===== src/rtl/board_input_debounce.sv =====
// Two-flop synchroniser plus per-bit stable-sample filter for the Nexys3 switches and buttons.
// Defining BOARD_INPUT_EDGE_EN builds the registered rise/fall/changed strobes; otherwise they are tied to 0.
module board_input_debounce #(
  parameter int CLK_FREQ   = 100,
  parameter int SAMPLE_US  = 1000,
  parameter int STABLE_CNT = 8
) (
  input  logic        clk,
  input  logic        rst,
  input  logic [7:0]  switch,
  input  logic        btn_l,
  input  logic        btn_r,
  input  logic        btn_u,
  input  logic        btn_d,
  input  logic        btn_s,
  output logic [12:0] in_db,
  output logic [12:0] in_rise,
  output logic [12:0] in_fall,
  output logic        in_changed
);

  localparam int N        = 13;
  localparam int TICK_DIV = CLK_FREQ * SAMPLE_US;
  localparam int PRE_W    = (TICK_DIV > 1) ? $clog2(TICK_DIV) : 1;
  localparam int CNT_W    = (STABLE_CNT > 0) ? $clog2(STABLE_CNT + 1) : 1;

  localparam logic [PRE_W-1:0] PRE_LAST = PRE_W'(TICK_DIV - 1);
  localparam logic [CNT_W-1:0] CNT_LAST = CNT_W'(STABLE_CNT - 1);

  logic [N-1:0]     raw;
  logic [N-1:0]     sync1_p0;
  logic [N-1:0]     sync2_p1;
  logic [PRE_W-1:0] pre;
  logic             tick;
  logic [CNT_W-1:0] cnt [N];
  logic [N-1:0]     accept;

  assign raw = {btn_s, btn_l, btn_r, btn_u, btn_d, switch};

  // Stage p0/p1: metastability synchroniser
  always_ff @(posedge clk) begin
    if (rst) begin
      sync1_p0 <= '0;
      sync2_p1 <= '0;
    end else begin
      sync1_p0 <= raw;
      sync2_p1 <= sync1_p0;
    end
  end

  always_ff @(posedge clk) begin
    if (rst) begin
      pre <= '0;
    end else if (tick) begin
      pre <= '0;
    end else begin
      pre <= pre + PRE_W'(1);
    end
  end

  assign tick = (pre == PRE_LAST);

  always_comb begin
    accept = '0;
    for (int i = 0; i < N; i++) begin
      accept[i] = tick && (sync2_p1[i] != in_db[i]) && (cnt[i] == CNT_LAST);
    end
  end

  // Stage p2: stable-sample filter; any agreeing sample restarts the run
  always_ff @(posedge clk) begin
    if (rst) begin
      in_db <= '0;
      for (int i = 0; i < N; i++) begin
        cnt[i] <= '0;
      end
    end else if (tick) begin
      for (int i = 0; i < N; i++) begin
        if (sync2_p1[i] == in_db[i]) begin
          cnt[i] <= '0;
        end else if (accept[i]) begin
          in_db[i] <= sync2_p1[i];
          cnt[i]   <= '0;
        end else begin
          cnt[i] <= cnt[i] + CNT_W'(1);
        end
      end
    end
  end

`ifdef BOARD_INPUT_EDGE_EN
  // Stage p2: strobes land on the same edge as the level they describe
  always_ff @(posedge clk) begin
    if (rst) begin
      in_rise    <= '0;
      in_fall    <= '0;
      in_changed <= 1'b0;
    end else begin
      in_rise    <= accept & sync2_p1;
      in_fall    <= accept & ~sync2_p1;
      in_changed <= |accept;
    end
  end
`else
  assign in_rise    = '0;
  assign in_fall    = '0;
  assign in_changed = 1'b0;
`endif

endmodule

===== config.mk =====
export PLATFORM = sky130hd
export DESIGN_NAME = board_input_debounce
export DESIGN_NICKNAME = d
export VERILOG_FILES = /design/src/rtl/board_input_debounce.sv
export SDC_FILE = /design/constraint.sdc
export NUM_CORES = 1
export LEC_CHECK = 0
export CORE_MARGIN = 2
export CORE_UTILIZATION = 42
export DETAILED_ROUTE_END_ITERATION = 10
export GPL_ROUTABILITY_DRIVEN = 0
export PLACE_DENSITY_LB_ADDON = 0.2
export SLEW_MARGIN = 10
export SYNTH_ARGS = -nofsm -noshare
export SYNTH_HDL_FRONTEND = slang
export SYNTH_SLANG_ARGS = --single-unit

===== constraint.sdc =====
create_clock -name clk -period 4.9 [get_ports clk]
set_clock_uncertainty 0.1 [all_clocks]
set_input_delay 0.98 -clock clk [delete_from_list [all_inputs] [get_ports clk]]
set_output_delay 0.98 -clock clk [all_outputs]
set_load 0.05 [all_outputs]

==> run metrics <==
chip height 113 um; Top FF cell, synth dfxtp_1; total grt overflow 0; share of cells above drive strength 1 0.0433; sequential element share of the synthesized area 0.542; Post-CTS Setup Bufs 0; pin count of the biggest net entering global routing 67; Clk Latency, worst-skew pair 0.34 ns; Post-DP HPWL 5040 um; fin crit share 0.633; post-route cell area 5520 um2; Max-Cap Viols 0; die width 113 um; Clock Pin Slew Worst Setup and Hold Paths 0.07 ns; Vias 3029; Routed Wire Length 7810 um; CTS buffer count 9; H-tree levels 3; post-route insts no fill 628; largest family of logic cells by synthesized area simple AND/OR/NAND/NOR gates; CTS tree built; max-slew violations 0; DRT antenna net count 0; Resized cells post-CTS 0; Hold Crit Class reg2reg; status finished, final reports clean; xor and xnor area share after synthesis 0.0920; clk root buf clkbuf_16; Post-synth EDFFs 52; I/O Pins 55; 1st-iter DRT viols 170; Worst Setup End Kind register; Area after DPL 5220 um2; Mean Syn Cell Area 10.9 um2; Tmin final 3.10 ns; Nets 509; cts hold-fix bufs 0; asr flop ratio synth 0; CORE AREA 11500 um2; Filler Cells Inserted 1027; mux share of post-synthesis cell area 0; setup TNS 0 ns; port buffer count 27; VDD IR-drop max 0.320 mV; Detail Route met2 WL 3660 um; max layer used met4; clk sink count 108; FMAX 322 MHz; Crit path arrival time 2.97 ns; DRT Pass-1 Iters 4; commonest non-fill, non-tap cell in the layout nor2_1; Placed Cells 612; CP Data Required Time 4.77 ns; wire per inst 12.4 um; vias in the first global route 2857; antenna violations before repair 0; initial core utilization 0.432; Fin. Hold Viols 0; #FFs+latches synth 108; area grow syn2layout 11.5%; most frequent cells in the layout nor2_1 (62), dfxtp_1 (56), edfxtp_1 (52), nor2b_1 (39), xor2_1 (36); final-report setup violation count 0; drc violations 0; Post-Syn Area 4950 um2; Total GRT Usage 0.131; simple-gate area share of the yosys netlist 0.208; Synth cell types 35; RSZ-0062 raised after global routing false; M1 WL 3780 um; Clock Tree Buf Depth 2; CP Class reg2reg; yosys warns 0; Worst slew margin 0.517; metal3 WL 304 um; Vias/cell 4.82; # diodes 0; Least-Margin Pin Slew 0.722 ns; standard-cell rows 39; Startpoint Class register; CP Max Fanout 59; first-pass GRT wire length 13200 um; Post-Synth Adder-Cell Area 0.0354; Synth Area in Compound Gates 0.0415; P_leak 2.12 nW; Synth Instances 456; die area 12700 um2; pwr/cell area 328 nW/um2
synth_stat cells, types with 2 or more instances:
library cell | n | area (um2)
nor2_1 | 62 | 233
dfxtp_1 | 56 | 1120
edfxtp_1 | 52 | 1560
nor2b_1 | 39 | 244
xor2_1 | 36 | 315
inv_1 | 30 | 113
buf_4 | 29 | 218
nand3_1 | 18 | 90.1
xnor2_1 | 16 | 140
ha_1 | 14 | 175
o41ai_1 | 14 | 123
nand3b_1 | 13 | 97.6
nand4b_1 | 13 | 114
o21ai_0 | 13 | 65.1
clkbuf_1 | 10 | 37.5
and3_1 | 7 | 43.8
nor4_1 | 5 | 31.3
and4_1 | 3 | 26.3
nand2_1 | 3 | 11.3
nand4_1 | 3 | 18.8
nor4bb_1 | 3 | 30.0
a21oi_1 | 2 | 10.0
buf_6 | 2 | 22.5
nor3_1 | 2 | 10.0
routing by layer:
metal	GRT usage	up-vias
li1	-	1567
met1	0.167	1420
met2	0.212	37
met3	0.0481	5
met4	0.0317	0
met5	0	-
worst max-delay path, cell delays in order (launching register included):
cell	delay (ns)
dfxtp_1	0.37
nor4bb_1	0.52
and4_1	0.73
or2_2	0.36
buf_4	0.62
power by group:
part | switching, W | internal, W
logic | 0.0000805 | 0.0000321
registers | 0.0000163 | 0.000970
clock network | 0.000312 | 0.000396
logic make-up after synthesis:
group | count (synthesis)
adders and majority gates | 14
DFF | 108
buffers and inverters | 72
and+or+nand+nor | 179
AOI/OAI and AO/OA | 30
xor gates and xnor gates | 52
other | 1
worst paths after layout:
kind | start | to | slack, ns | cells after the start
worst max-delay path | pre[15]$_SDFF_PP0_ | cnt[0][22]$_SDFFCE_PN0P_ | 1.80 | 4
worst min-delay path | sync1_p0[0]$_SDFF_PP0_ | sync2_p1[0]$_SDFF_PP0_ | 0.34 | 1
worst max register to register | pre[15]$_SDFF_PP0_ | cnt[0][22]$_SDFFCE_PN0P_ | 1.80 | 4
worst min register to register | sync1_p0[0]$_SDFF_PP0_ | sync2_p1[0]$_SDFF_PP0_ | 0.34 | 1
registers in the layout, summed over array words and instances, names as in the netlist:
register	cells
sync2_p1	13
sync1_p0	13
pre	17
cnt	52
in_db	13
per-stage QoR:
stage	util	power [W]	hold slack, ns	setup WS [ns]
CTS	0.481	0.00184	0.337	1.74
finish	0.481	0.00181	0.336	1.80
detailed placement	0.455	0.00112	0.322	1.75
global placement	0.455	0.00112	0.317	1.85
floorplan	-	0.00111	0.314	2.76
global route	0.481	0.00189	0.358	1.59
cell type report:
class / instances / area, um2 / area share
clock buffer: 10 / 229 / 0.0415
clock inverter: 6 / 65.1 / 0.0118
inverter: 30 / 113 / 0.0204
multi-input combinational: 302 / 1970 / 0.357
sequential: 108 / 2680 / 0.486
tap: 143 / 179 / 0.0324
timing repair buffer: 29 / 280 / 0.0508
(Power assumes the default switching activity.)
